[src/rtl/taxi_led_pkg.sv]
// Shared types for the serial LED shift-register driver.
// Per-LED mode encoding, FSM states and activity reload value.
package taxi_led_pkg;

  typedef enum logic [1:0] {
    LED_OFF   = 2'b00,
    LED_ON    = 2'b01,
    LED_BLINK = 2'b10,
    LED_ACT   = 2'b11
  } led_mode_t;

  typedef enum logic [1:0] {
    ST_IDLE,
    ST_SHIFT_LO,
    ST_SHIFT_HI,
    ST_LATCH
  } sreg_state_t;

  localparam logic [1:0] ACT_RELOAD = 2'd3;

endpackage

[src/rtl/taxi_led_act_stretch.sv]
// Single-LED activity stretch counter (reload on act, decay on act_tick).
// Ports: clk, rst_n, act, act_tick in; on out (counter nonzero).
module taxi_led_act_stretch
  import taxi_led_pkg::*;
(
  input  logic clk,
  input  logic rst_n,
  input  logic act,
  input  logic act_tick,
  output logic on
);

  logic [1:0] cnt_q;

  always_ff @(posedge clk or negedge rst_n) begin
    if (!rst_n) begin
      cnt_q <= '0;
    end else if (act) begin
      cnt_q <= ACT_RELOAD;
    end else if (act_tick && cnt_q != 2'd0) begin
      cnt_q <= cnt_q - 2'd1;
    end
  end

  assign on = |cnt_q;

endmodule

[src/rtl/taxi_led_sreg_mode.sv]
// Serial LED shift-register driver with per-LED off/on/blink/activity modes.
// Ports: clk, rst_n, led_mode, led_act in; sreg_d, sreg_clk, sreg_ld, busy out.
module taxi_led_sreg_mode
  import taxi_led_pkg::*;
#(
  parameter int COUNT    = 16,
  parameter int PRESCALE = 31,
  parameter int BLINK_W  = 24,
  parameter int ACT_W    = 20,
  parameter int INVERT   = 0,
  parameter int REVERSE  = 0
) (
  input  logic               clk,
  input  logic               rst_n,
  input  logic [2*COUNT-1:0] led_mode,
  input  logic [COUNT-1:0]   led_act,
  output logic               sreg_d,
  output logic               sreg_clk,
  output logic               sreg_ld,
  output logic               busy
);

  localparam int PS_W  = PRESCALE > 0 ? $clog2(PRESCALE + 1) : 1;
  localparam int IDX_W = COUNT > 1 ? $clog2(COUNT) : 1;
  localparam logic [IDX_W-1:0] LAST = IDX_W'(COUNT - 1);

  logic [PS_W-1:0]    ps_q;
  logic [BLINK_W-1:0] blink_q;
  logic [ACT_W-1:0]   act_q;
  logic               tick;
  logic               act_tick;

  assign tick     = (ps_q == PS_W'(PRESCALE));
  assign act_tick = &act_q;

  always_ff @(posedge clk or negedge rst_n) begin
    if (!rst_n) begin
      ps_q    <= '0;
      blink_q <= '0;
      act_q   <= '0;
    end else begin
      ps_q    <= tick ? '0 : ps_q + 1'b1;
      blink_q <= blink_q + 1'b1;
      act_q   <= act_q + 1'b1;
    end
  end

  logic [COUNT-1:0] st_on;

  for (genvar g = 0; g < COUNT; g++) begin : g_act
    taxi_led_act_stretch u_act (
      .clk      (clk),
      .rst_n    (rst_n),
      .act      (led_act[g]),
      .act_tick (act_tick),
      .on       (st_on[g])
    );
  end

  logic [COUNT-1:0] disp_d;
  logic [COUNT-1:0] disp_q;
  led_mode_t        m;

  // led_act is ORed in so an activity pulse shows with the same
  // one-cycle lag as the other modes.
  always_comb begin
    disp_d = '0;
    m      = LED_OFF;
    for (int i = 0; i < COUNT; i++) begin
      m = led_mode_t'(led_mode[2*i +: 2]);
      unique case (1'b1)
        (m == LED_OFF):   disp_d[i] = 1'b0;
        (m == LED_ON):    disp_d[i] = 1'b1;
        (m == LED_BLINK): disp_d[i] = blink_q[BLINK_W-1];
        (m == LED_ACT):   disp_d[i] = led_act[i] | st_on[i];
      endcase
    end
  end

  always_ff @(posedge clk or negedge rst_n) begin
    if (!rst_n) disp_q <= '0;
    else        disp_q <= disp_d;
  end

  function automatic logic pick(
    input logic [COUNT-1:0] v,
    input logic [IDX_W-1:0] k
  );
    logic [COUNT-1:0] o;
    for (int j = 0; j < COUNT; j++) begin
      o[j] = (REVERSE != 0) ? v[j] : v[COUNT-1-j];
    end
    return o[k] ^ (INVERT != 0);
  endfunction

  sreg_state_t      state_q, state_n;
  logic [IDX_W-1:0] idx_q, idx_n;
  logic [COUNT-1:0] shadow_q, shadow_n;
  logic [COUNT-1:0] shown_q, shown_n;
  logic             fv_q, fv_n;
  logic             d_n, c_n, ld_n, busy_n;

  always_comb begin
    state_n  = state_q;
    idx_n    = idx_q;
    shadow_n = shadow_q;
    shown_n  = shown_q;
    fv_n     = fv_q;
    d_n      = sreg_d;
    c_n      = sreg_clk;
    ld_n     = sreg_ld;
    busy_n   = busy;
    if (tick) begin
      unique case (state_q)
        ST_IDLE: begin
          if (!fv_q || disp_q != shown_q) begin
            shadow_n = disp_q;
            idx_n    = '0;
            busy_n   = 1'b1;
            c_n      = 1'b0;
            d_n      = pick(disp_q, '0);
            state_n  = ST_SHIFT_LO;
          end
        end
        ST_SHIFT_LO: begin
          c_n     = 1'b1;
          state_n = ST_SHIFT_HI;
        end
        ST_SHIFT_HI: begin
          c_n = 1'b0;
          if (idx_q == LAST) begin
            d_n     = 1'b0;
            ld_n    = 1'b1;
            state_n = ST_LATCH;
          end else begin
            idx_n   = idx_q + 1'b1;
            d_n     = pick(shadow_q, idx_q + 1'b1);
            state_n = ST_SHIFT_LO;
          end
        end
        ST_LATCH: begin
          ld_n    = 1'b0;
          busy_n  = 1'b0;
          shown_n = shadow_q;
          fv_n    = 1'b1;
          state_n = ST_IDLE;
        end
        default: state_n = ST_IDLE;
      endcase
    end
  end

  always_ff @(posedge clk or negedge rst_n) begin
    if (!rst_n) begin
      state_q  <= ST_IDLE;
      idx_q    <= '0;
      shadow_q <= '0;
      shown_q  <= '0;
      fv_q     <= 1'b0;
      sreg_d   <= 1'b0;
      sreg_clk <= 1'b0;
      sreg_ld  <= 1'b0;
      busy     <= 1'b0;
    end else begin
      state_q  <= state_n;
      idx_q    <= idx_n;
      shadow_q <= shadow_n;
      shown_q  <= shown_n;
      fv_q     <= fv_n;
      sreg_d   <= d_n;
      sreg_clk <= c_n;
      sreg_ld  <= ld_n;
      busy     <= busy_n;
    end
  end

endmodule

[config.mk]
export PLATFORM = sky130hd
export DESIGN_NAME = taxi_led_sreg_mode
export DESIGN_NICKNAME = d
export VERILOG_FILES = /design/src/rtl/taxi_led_pkg.sv /design/src/rtl/taxi_led_act_stretch.sv /design/src/rtl/taxi_led_sreg_mode.sv
export SDC_FILE = /design/constraint.sdc
export NUM_CORES = 1
export LEC_CHECK = 0
export BUFFER_PORTS_ARGS = -buffer_cell sky130_fd_sc_hd__buf_2
export CORE_UTILIZATION = 44
export CTS_CLUSTER_DIAMETER = 50
export DETAILED_ROUTE_END_ITERATION = 6
export HOLD_SLACK_MARGIN = 0.05
export SLEW_MARGIN = 20
export SYNTH_ARGS = -nofsm -noshare
export SYNTH_HDL_FRONTEND = slang
export SYNTH_HIERARCHICAL = 1
export SYNTH_SLANG_ARGS = --single-unit
[constraint.sdc]
create_clock -name clk -period 5.2 [get_ports clk]
set_input_delay 1.04 -clock clk [delete_from_list [all_inputs] [get_ports clk]]
set_output_delay 1.04 -clock clk [all_outputs]
set_load 0.02 [all_outputs]
==> metrics, run 1 <==
# fillers 1271; CTS buffer count 17; post-CTS sizing 0; CP Launch Type flip-flop; RSZ-0062 raised after global routing false; die height 126 um; P_leak 3.91 nW; Least-Margin Pin Slew 0.984 ns; FFs w/ async S/R, synth 100%; type of the worst setup path flip-flop to flip-flop; Final Critical Period 2.65 ns; PnR worst setup slack 2.55 ns; setup TNS 0 ns; port bufs 53; Vias 4478; post-route ant nets 0; DP Area 7210 um2; register area 3500 um2; nets@finish 736; H-Tree Level Count 4; cells on worst reg2reg path 6; Total Routing Usage GR 17.3%; Final Max Tran Viols 0; sequential-to-total area share from yosys stat 52.1%; Syn Std Cell Area 6730 um2; EDFF count, synth 0; Peak Freq 0.378 GHz; CP startpoint act_q[2]; Gate Count Post-Synth 598; power per cell area 337 nW/um2; Post-synth top flop dfrtp_1; routed vias/inst 5.20; Worst Hold Class flip-flop to flip-flop; Mapped Nets 669; initial drt markers 253; footprint of the multi-input gates 2960 um2; # DRC 2; Yosys reg bits 140; Ports 54; GPL Wtd Cong 0.764; design area 7940 um2; wire per inst 14.2 um; Final Hold Fails 0; crit-path max FO 36; failing checks design-rule violations; endpoints failing setup 0; Initial Util 45.6%; Worst-path clk slew 0.06 ns; Root Buffer clkbuf_16; first-pass GRT wire length 21.7 mm; worst vdd ir 0.227 mV; n_diodes 0; total gr overflow 0; CP Capture Type flip-flop; Worst EP required 5.53 ns; pin count of the biggest net entering global routing 107; hold buffers post-CTS 0; most common cell after layout, fill and taps aside dfrtp_1; Routed WL 12.3 mm; clk buf depth 2; fin crit share 50.9%; hold path start act_q[0]; antenna violations before repair 0; cell depth of the worst hold path 1; final core occ 53.8%; Hold EP act_q[0]; num rows 44; Cell variety after synth 43; worst r2r src act_q[2]; clock sink count 140; critical path arrival 2.98 ns; die area 15800 um2; Place WS 2.55 ns; CTS tree built; commonest cells after routing, fill and taps aside dfrtp_1 (140), inv_1 (63), nor2_1 (63); vias in the first global route 4613; outcome complete, but fails checks; R2R Setup Slk 2.55 ns; RR Endpoint g_act[4].u_act/cnt_q[0]; post-CTS setup buffer count 0; drt first pass iters 7; Yosys warning count 6; syn avg cell area 11.3 um2; fraction of layout cells with a size suffix above 1 19.2%; Max-cap violations 0; die width 126 um; slew margin rel. 34.2%; Clock Skew 0.00617 ns; Layout area overhead 18.0%; Clk Latency, worst-skew pair 0.42 ns; Core Footprint 14800 um2; Post-DP HPWL 8.34 mm
worst max-delay path by stage:
| stage | to | slack [ns] |
|---|---|---|
| after global placement | shown_q[7] | 2.72 |
| final | g_act[4].u_act/cnt_q[0] | 2.55 |
| after global routing | g_act[4].u_act/cnt_q[0] | 2.29 |
| after floorplan | g_act[0].u_act/cnt_q[0] | 2.28 |
| after detailed placement | g_act[4].u_act/cnt_q[0] | 2.55 |
| after CTS | g_act[4].u_act/cnt_q[0] | 2.55 |
where the power goes:
group	switching [W]	internal (W)
combinational	0.0000449	0.0000343
clock	0.000451	0.00103
sequential	0.0000112	0.00110
total	0.000507	0.00217
layer usage:
metal	part of all wire (%)	GRT usage [%]	vias up	wire [um]
li1	-	-	2210	-
met1	48	22.6	2205	5870
met2	48	28.2	50	5870
met3	2.9	4.42	13	358
met4	1.2	5.60	0	145
met5	0	0	-	0
logic make-up after synthesis:
| logic type | Yosys count | share of synthesized area, % |
|---|---|---|
| AOI/OAI and AO/OA | 83 | 7.29 |
| adders and majority gates | 21 | 3.90 |
| muxes | 39 | 7.72 |
| and+or+nand+nor | 188 | 17.5 |
| buffers and inverters | 70 | 4.09 |
| DFF | 140 | 52.1 |
| xor gates and xnor gates | 57 | 7.42 |
through the flow:
| step | hold slack, ns | total power [W] | instances |
|---|---|---|---|
| finish | 0.439 | 0.00268 | 861 |
| global route | 0.467 | 0.00277 | 861 |
| CTS | 0.446 | 0.00271 | 861 |
| detailed placement | 0.437 | 0.00122 | 830 |
| global placement | 0.426 | 0.00121 | 830 |
| floorplan | 0.414 | 0.00116 | 598 |
synthesized netlist by cell type, types with 4 or more instances:
master	n	share of area, %
ha_1	21	3.9
nand3_1	19	1.4
a31oi_1	17	1.6
o21ai_0	6	0.45
mux2_2	21	3.5
nor2_1	63	3.5
nor3_1	4	0.30
or2b_1	16	1.8
nand2_1	24	1.3
and3_1	5	0.46
dfrtp_1	140	52
and4bb_1	32	5.9
xor2_1	22	2.9
mux4_2	4	1.3
clkbuf_1	5	0.28
mux2_4	10	2.2
a21oi_1	49	3.6
inv_1	63	3.5
and4_1	4	0.52
xnor2_1	35	4.6
nand4_1	11	1.0
area by class of cell:
type                    count  area share, %
clock inverters            11           3.29
repair buffers             55           3.61
inverters                  63           2.98
multi-input cells         388           37.2
well taps                 184           2.90
flip-flops and latches    140           44.1
clock buffers              20           5.88
sequential cells by signal, indices dropped and copies added (netlist names), 4 cells and up:
register	count
blink_q	24
shadow_q	16
shown_q	16
g_act.u_act/cnt_q	32
idx_q	4
ps_q	5
act_q	20
disp_q	16
worst max-delay path: stages (launching register included):
cell,delay [ns]
dfrtp_1,0.42
and4_1,0.28
nand4_1,0.25
nor3_2,0.74
buf_4,0.42
or2b_1,0.28
a21oi_1,0.16
Power figures use the tool's default switching activity.
==> run 2: changes to the inputs <==
--- a/config.mk
+++ b/config.mk
@@ -5,6 +5,7 @@
 export SDC_FILE = /design/constraint.sdc
 export NUM_CORES = 1
 export LEC_CHECK = 0
+export ABC_AREA = 1
 export BUFFER_PORTS_ARGS = -buffer_cell sky130_fd_sc_hd__buf_2
 export CORE_UTILIZATION = 44
 export CTS_CLUSTER_DIAMETER = 50
==> constraint.sdc (replaced) <==
create_clock -name clk -period 2.45 [get_ports clk]
set_input_delay 0.49 -clock clk [delete_from_list [all_inputs] [get_ports clk]]
set_output_delay 0.49 -clock clk [all_outputs]
set_load 0.02 [all_outputs]
==> run 2 against run 1 <==
  * The run now ends clean
  * Sequential share of layout area down 1.5 points
  * Cell area up 3.6%
  * First-iteration DRC count up 37%
  * Utilization down 0.099 points
  * Maximum frequency up 33%
  * Critical path type unchanged
  * Largest power group unchanged
==> metrics, run 2 <==
max incr delay on CP 0.39 ns (was 0.74 ns); Core Footprint 15300 um2 (was 14800 um2); Layout area overhead 17.9% (was 18.0%); clock sink count 140 (unchanged); die area 16400 um2 (was 15800 um2); FFs w/ async S/R, synth 100% (unchanged); wire per inst 11.9 um (was 14.2 um); Final Hold Fails 0 (unchanged); cells along the critical path ha_2 > nand3_2 > nor2_4 > nand2_2 > nor2_4 > nand3_4 > nor3_4 > buf_12 > nand2_2 > nand2_1 > nand3_1 (was and4_1 > nand4_1 > nor3_2 > buf_4 > or2b_1 > a21oi_1); clk buf depth 2 (unchanged); # DRC 0 (was 2); nets@finish 973 (was 736); Largest regs g_act.u_act/cnt_q: 32 flops, blink_q: 24 flops, act_q: 20 flops (unchanged); crit path buf inv count 1 (unchanged); Clock Skew 0.00623 ns (was 0.00617 ns); pin count of the biggest net entering global routing 60 (was 107); Initial Util 45.6% (about the same); n_diodes 0 (unchanged); slew margin rel. 52.3% (was 34.2%); Worst Hold Class primary input to async pin (was flip-flop to flip-flop); power per cell area 641 nW/um2 (was 337 nW/um2); die width 128 um (was 126 um); CP max stage cell dfrtp_1 (was nor3_2); compound-cell area share of the yosys netlist 4.41% (was 7.29%); EDFF count, synth 0 (unchanged); Seq pwr share 44.8% (was 41.6%); hold buffers post-CTS 0 (unchanged); Final Critical Period 1.99 ns (was 2.65 ns); mux cell area share after synthesis 0% (was 7.72%); drt first pass iters 5 (was 7); Post-DP HPWL 9.62 mm (was 8.34 mm); Crit path max-delay family simple AND/OR/NAND/NOR gates (unchanged); Vias 5283 (was 4478); port bufs 53 (unchanged); Syn Std Cell Area 6980 um2 (was 6730 um2); switching part of the total 21.5% (was 18.9%); Final Max Tran Viols 0 (unchanged); crit-path max FO 48 (was 36); largest family of logic cells by synthesized area simple AND/OR/NAND/NOR gates (unchanged); Sw Pwr 0.00113 W (was 0.000507 W); outcome finished clean (was complete, but fails checks); Peak Freq 0.503 GHz (was 0.378 GHz); Synth top area share 50.2% (was 52.1%); final core occ 53.7% (was 53.8%); Post-synth top flop dfrtp_1 (unchanged); CTS tree built (unchanged); die height 128 um (was 126 um); Cell variety after synth 32 (was 43); post-route ant nets 0 (unchanged); H-Tree Level Count 4 (unchanged); leading area contributor after synthesis dfrtp_1 (unchanged); CTS buffer count 17 (unchanged); Area contributors post-synth dfrtp_1 (50%), nand2_1 (10%), nand3_1 (8.0%) (was dfrtp_1 (52%), and4bb_1 (5.9%), xnor2_1 (4.6%)); Least-Margin Pin Slew 0.716 ns (was 0.984 ns); endpoints failing setup 0 (unchanged); first-pass GRT wire length 23.6 mm (was 21.7 mm); initial drt markers 347 (was 253); post-synthesis adder-cell area fraction 3.76% (was 3.90%); Synth top cells by count nand2_1 (187), dfrtp_1 (140), inv_1 (123), nand3_1 (112), nor2_1 (59) (was dfrtp_1 (140), inv_1 (63), nor2_1 (63), a21oi_1 (49), xnor2_1 (35)); Worst EP required 2.74 ns (was 5.53 ns); routed vias/inst 4.69 (was 5.20); setup TNS 0 ns (unchanged); worst vdd ir 0.486 mV (was 0.227 mV); Yosys reg bits 140 (unchanged); CP Capture Type flip-flop (unchanged); commonest cells after routing, fill and taps aside nand2_1 (187), dfrtp_1 (140), inv_1 (123) (was dfrtp_1 (140), inv_1 (63), nor2_1 (63)); Gate Count Post-Synth 831 (was 598); Worst-path clk slew 0.06 ns (about the same); Internal 0.00414 W (was 0.00217 W); fraction of layout cells with a size suffix above 1 16.9% (was 19.2%); Post-Synth XOR/XNOR Area 5.77% (was 7.42%); Ports 54 (unchanged); Root Buffer clkbuf_16 (unchanged); Synth Area in Simple Gates 27.4% (was 17.5%); P_leak 4.33 nW (was 3.91 nW); CP Launch Type flip-flop (unchanged); RSZ-0062 raised after global routing false (unchanged); combinational power share 3.3% (was 3.0%); Mapped Nets 902 (was 669); top-count cell post-synth nand2_1 (was dfrtp_1); syn avg cell area 8.40 um2 (was 11.3 um2); most common cell after layout, fill and taps aside nand2_1 (was dfrtp_1); Clk Latency, worst-skew pair 0.42 ns (about the same); post-CTS setup buffer count 0 (unchanged); vias in the first global route 5106 (was 4613); GPL Wtd Cong 0.804 (was 0.764); sequential-to-total area share from yosys stat 50.2% (was 52.1%); total gr overflow 0 (unchanged); antenna violations before repair 0 (unchanged); Routed WL 13.4 mm (was 12.3 mm); Max-cap violations 0 (unchanged); critical path arrival 2.28 ns (was 2.98 ns); max FFs per register 32 (unchanged); Total Routing Usage GR 18.5% (was 17.3%); Clk pwr share 51.9% (was 55.4%); fin crit share 81.2% (was 50.9%); Yosys warning count 6 (unchanged); post-CTS sizing 0 (unchanged); Top reg by flops g_act.u_act/cnt_q (unchanged); num rows 45 (was 44); type of the worst setup path flip-flop to flip-flop (unchanged)
==> run 2: changes by cell type in the layout (fill, tap and decap cells not counted), moves of 16 or more <==
cell / before / now
nand2_1: 24 / 187
nand3_1: 19 / 112
inv_1: 63 / 123
a21oi_1: 49 / 17
and4bb_1: 32 / 0
mux2_2: 21 / 0
inv_2: 0 / 20
nand2_2: 0 / 18
o21ai_0: 6 / 22
or2b_1: 16 / 0
==> run 2: final timing paths <==
check                              from                       end  slack [ns]  cells past startpoint
hold / removal                    rst_n   g_act[9].u_act/cnt_q[0]        0.04                      1
setup / recovery               act_q[0]  g_act[12].u_act/cnt_q[0]        0.46                     11
max in group asynchronous         rst_n                  act_q[5]        1.76                      2
hold reg to reg                    fv_q                      fv_q        0.45                      2
setup reg to reg               act_q[0]  g_act[12].u_act/cnt_q[0]        0.46                     11
min in group clk           led_mode[19]                 disp_q[9]        0.27                      2
==> run 2: final cells by class <==
class | instances | area (um2)
inverters | 143 | 537
multi-input cells | 538 | 2910
repair buffers | 62 | 377
clock inverters | 14 | 194
fillers | 1454 | 7090
clock buffers | 18 | 439
well taps | 211 | 264
flip-flops and latches | 140 | 3500
==> run 2: power by group through the flow <==
stage	combinational, W	sequential (W)	clock, W
final	0.000174	0.00236	0.00273
after global routing	0.000206	0.00237	0.00290
after CTS	0.000180	0.00236	0.00281
after detailed placement	0.000179	0.00241	0
after global placement	0.000178	0.00241	0
after floorplan	0.0000573	0.00240	0
==> run 2: per-layer routing <==
layer / wire length [um] / part of all wire, % / vias to the layer above / global-route usage (%)
met1: 6950 / 52 / 2433 / 26.2
li1: - / - / 2758 / -
met5: 0 / 0 / - / 0
met2: 5830 / 44 / 81 / 27.9
met3: 468 / 3.5 / 11 / 4.84
met4: 143 / 1.1 / 0 / 5.61
==> run 2: logic make-up (layout without fill, tap and decap cells) <==
family / count (synthesis) / in the layout
xor gates and xnor gates: 46 / 46
AOI/OAI and AO/OA: 57 / 57
buffers and inverters: 153 / 237
DFF: 140 / 140
adders and majority gates: 21 / 21
and+or+nand+nor: 414 / 414
==> run 2: stage by stage <==
stage               hold WS [ns]  setup slack (ns)  total power [W]  cell area, um2  instances
floorplan                  0.194            -0.104          0.00246            7010        831
global placement           0.443             0.502          0.00258            7590       1094
detailed placement         0.438             0.478          0.00258            7590       1094
CTS                       0.0565             0.434          0.00535            8230       1126
global route              0.0832             0.292          0.00547            8230       1126
finish                    0.0405             0.462          0.00527            8230       1126
==> run 3: changes to the inputs <==
--- a/config.mk
+++ b/config.mk
@@ -5,7 +5,7 @@
 export SDC_FILE = /design/constraint.sdc
 export NUM_CORES = 1
 export LEC_CHECK = 0
-export ABC_AREA = 1
+export ABC_AREA = 0
 export BUFFER_PORTS_ARGS = -buffer_cell sky130_fd_sc_hd__buf_2
 export CORE_UTILIZATION = 44
 export CTS_CLUSTER_DIAMETER = 50
==> constraint.sdc (replaced) <==
create_clock -name clk -period 2 [get_ports clk]
set_input_delay 0.4 -clock clk [delete_from_list [all_inputs] [get_ports clk]]
set_output_delay 0.4 -clock clk [all_outputs]
set_load 0.02 [all_outputs]
==> run 3 against run 2 <==
  * The run now ends with design-rule violations, negative setup slack left
  * First-iteration DRC count decreased by 47%
  * Clock power increased by 14%
  * Cell area decreased by 2.2%
  * Largest power group unchanged
  * Hold slack improved by 0.14 ns
  * Sequential share of layout area increased by 0.97 points
  * Flip-flop and latch count unchanged
  * Critical path type unchanged
  * Maximum frequency decreased by 1.6%
  * Clock skew increased by 0.0025 ns
==> metrics, run 3 (same netlist as run 1, synthesis figures left out) <==
outcome complete, but fails checks (was finished clean); failing checks design-rule violations, negative setup slack; Largest regs g_act.u_act/cnt_q: 32 flops, blink_q: 24 flops, act_q: 20 flops (unchanged); Initial Util 45.6% (about the same); Final Max Tran Viols 0 (unchanged); post-route ant nets 0 (unchanged); H-Tree Level Count 4 (unchanged); vias in the first global route 4591 (was 5106); commonest cells after routing, fill and taps aside dfrtp_1 (140), inv_1 (63), nor2_1 (63) (was nand2_1 (187), dfrtp_1 (140), inv_1 (123)); first-pass GRT wire length 21.4 mm (was 23.6 mm); Worst EP required 2.30 ns (was 2.74 ns); Post-DP HPWL 8.70 mm (was 9.62 mm); CP Capture Type flip-flop (unchanged); pin count of the biggest net entering global routing 49 (was 60); Clock Skew 0.00874 ns (was 0.00623 ns); Root Buffer clkbuf_16 (unchanged); Layout area overhead 19.5% (was 17.9%); hold path start led_mode[25]; type of the worst setup path flip-flop to flip-flop (unchanged); crit-path max FO 8 (was 48); die width 126 um (was 128 um); Vias 4522 (was 5283); Worst-path clk slew 0.05 ns (was 0.06 ns); Peak Freq 0.495 GHz (was 0.503 GHz); clock sink count 140 (unchanged); worst r2r src disp_q[0] (was act_q[0]); critical path arrival 2.32 ns (was 2.28 ns); # DRC 3 (was 0); total gr overflow 0 (unchanged); CP Launch Type flip-flop (unchanged); Final Critical Period 2.02 ns (was 1.99 ns); Ports 54 (unchanged); Least-Margin Pin Slew 0.446 ns (was 0.716 ns); power per cell area 773 nW/um2 (was 641 nW/um2); Clk Latency, worst-skew pair 0.42 ns (about the same); CTS buffer count 17 (unchanged); # fillers 1255 (was 1454); max FFs per register 32 (unchanged); num rows 44 (was 45); most common cell after layout, fill and taps aside dfrtp_1 (was nand2_1); Routed WL 12.3 mm (was 13.4 mm); fin crit share 101% (was 81.2%); fraction of layout cells with a size suffix above 1 21.1% (was 16.9%); final core occ 54.5% (was 53.7%); worst vdd ir 0.746 mV (was 0.486 mV); R2R Setup Slk -0.02 ns (was 0.46 ns); Core Footprint 14800 um2 (was 15300 um2); DP Area 7380 um2 (was 7590 um2); routed vias/inst 5.16 (was 4.69); initial drt markers 184 (was 347); slew margin rel. 70.0% (was 52.3%); Hold EP disp_q[12]; Max-cap violations 0 (unchanged); drt first pass iters 6 (was 5); Top reg by flops g_act.u_act/cnt_q (unchanged); P_leak 4.00 nW (was 4.33 nW); clk buf depth 2 (unchanged); wire per inst 14.0 um (was 11.9 um); die area 15800 um2 (was 16400 um2); CTS tree built (unchanged); port bufs 53 (unchanged); antenna violations before repair 0 (unchanged); design area 8040 um2 (was 8230 um2); RSZ-0062 raised after global routing true (was false); n_diodes 0 (unchanged); cell depth of the worst hold path 2; endpoints failing setup 8 (was 0); Worst Hold Class primary input to flip-flop (was primary input to async pin); GPL Wtd Cong 0.737 (was 0.804); RR Endpoint shadow_q[6] (was g_act[12].u_act/cnt_q[0]); Final Hold Fails 0 (unchanged); nets@finish 751 (was 973); Total Routing Usage GR 17.2% (was 18.5%); cells on worst reg2reg path 6 (was 11); PnR worst setup slack -0.0209 ns (was 0.462 ns); die height 126 um (was 128 um)
## run 3: changes by cell type in the layout (fill, tap and decap cells not counted), sizes merged, moves of 9 or more
cell    change
o21ai      -16
a21oi      +32
and4bb     +32
xnor2      +10
or2b       +16
nand3      -96
nand2     -183
clkbuf      +9
mux2       +33
inv        -81
## run 3: how the worst max path moves through the flow
stage	slack, ns	to	from
finish	-0.02	shadow_q[6]	disp_q[0]
global placement	-0.004	shadow_q[3]	shown_q[13]
detailed placement	-0.06	shadow_q[15]	ps_q[0]
floorplan	0.006	shown_q[10]	ps_q[0]
CTS	-0.03	shadow_q[5]	shown_q[0]
global route	-0.09	shadow_q[9]	shown_q[6]
## run 3: final cells by class
| cell class | instances | area (um2) | area share, % |
|---|---|---|---|
| clock inverter | 6 | 82.6 | 1.03 |
| timing repair buffer | 70 | 473 | 5.88 |
| sequential | 140 | 3500 | 43.6 |
| multi-input combinational | 388 | 3010 | 37.4 |
| inverter | 63 | 236 | 2.94 |
| clock buffer | 26 | 509 | 6.33 |
| tap | 184 | 230 | 2.86 |
## run 3: worst max-delay path, stage by stage, from the launching register on
cell and delay, ns:
dfrtp_1 0.39, xnor2_1 0.18, nand4_1 0.13, or4_4 0.48
o21ai_4 0.22, clkbuf_16 0.21, mux2_4 0.29
## run 3: per-layer routing
metal | global-route usage, % | vias to the layer above | share of wire (%)
met1 | 22.5 | 2196 | 50
li1 | - | 2244 | -
met3 | 3.78 | 16 | 2.8
met5 | 0 | - | 0
met4 | 7.53 | 0 | 1.7
met2 | 27.7 | 66 | 46
## run 3: timing repair
| item | in CTS | in global routing |
|---|---|---|
| gates cloned | 0 | 1 |
| hold endpoints to repair | 38 | 0 |
| buffers inserted | 0 | 0 |
| setup endpoints to repair | 17 | 20 |
| hold buffers | 1 | 0 |
| pin swaps | 0 | 3 |
| resized for setup | 3 | 8 |
## run 3: power breakdown
group          internal, W  total, W  switching (W)  leakage, nW
combinational     0.000103  0.000223       0.000120         2.05
sequential         0.00287   0.00290      0.0000296         1.66
clock              0.00199   0.00310        0.00110        0.290
## run 3: stage by stage
step | hold WS, ns | instances | setup slack (ns) | setup TNS, ns | total power (W)
after floorplan | 0.104 | 598 | 0.00647 | 0 | 0.00300
after global placement | 0.342 | 843 | -0.00413 | -0.0174 | 0.00316
after detailed placement | 0.348 | 843 | -0.0616 | -0.610 | 0.00317
after CTS | 0.169 | 876 | -0.0279 | -0.125 | 0.00630
after global routing | 0.175 | 877 | -0.0915 | -1.30 | 0.00646
final | 0.185 | 877 | -0.0209 | -0.134 | 0.00622
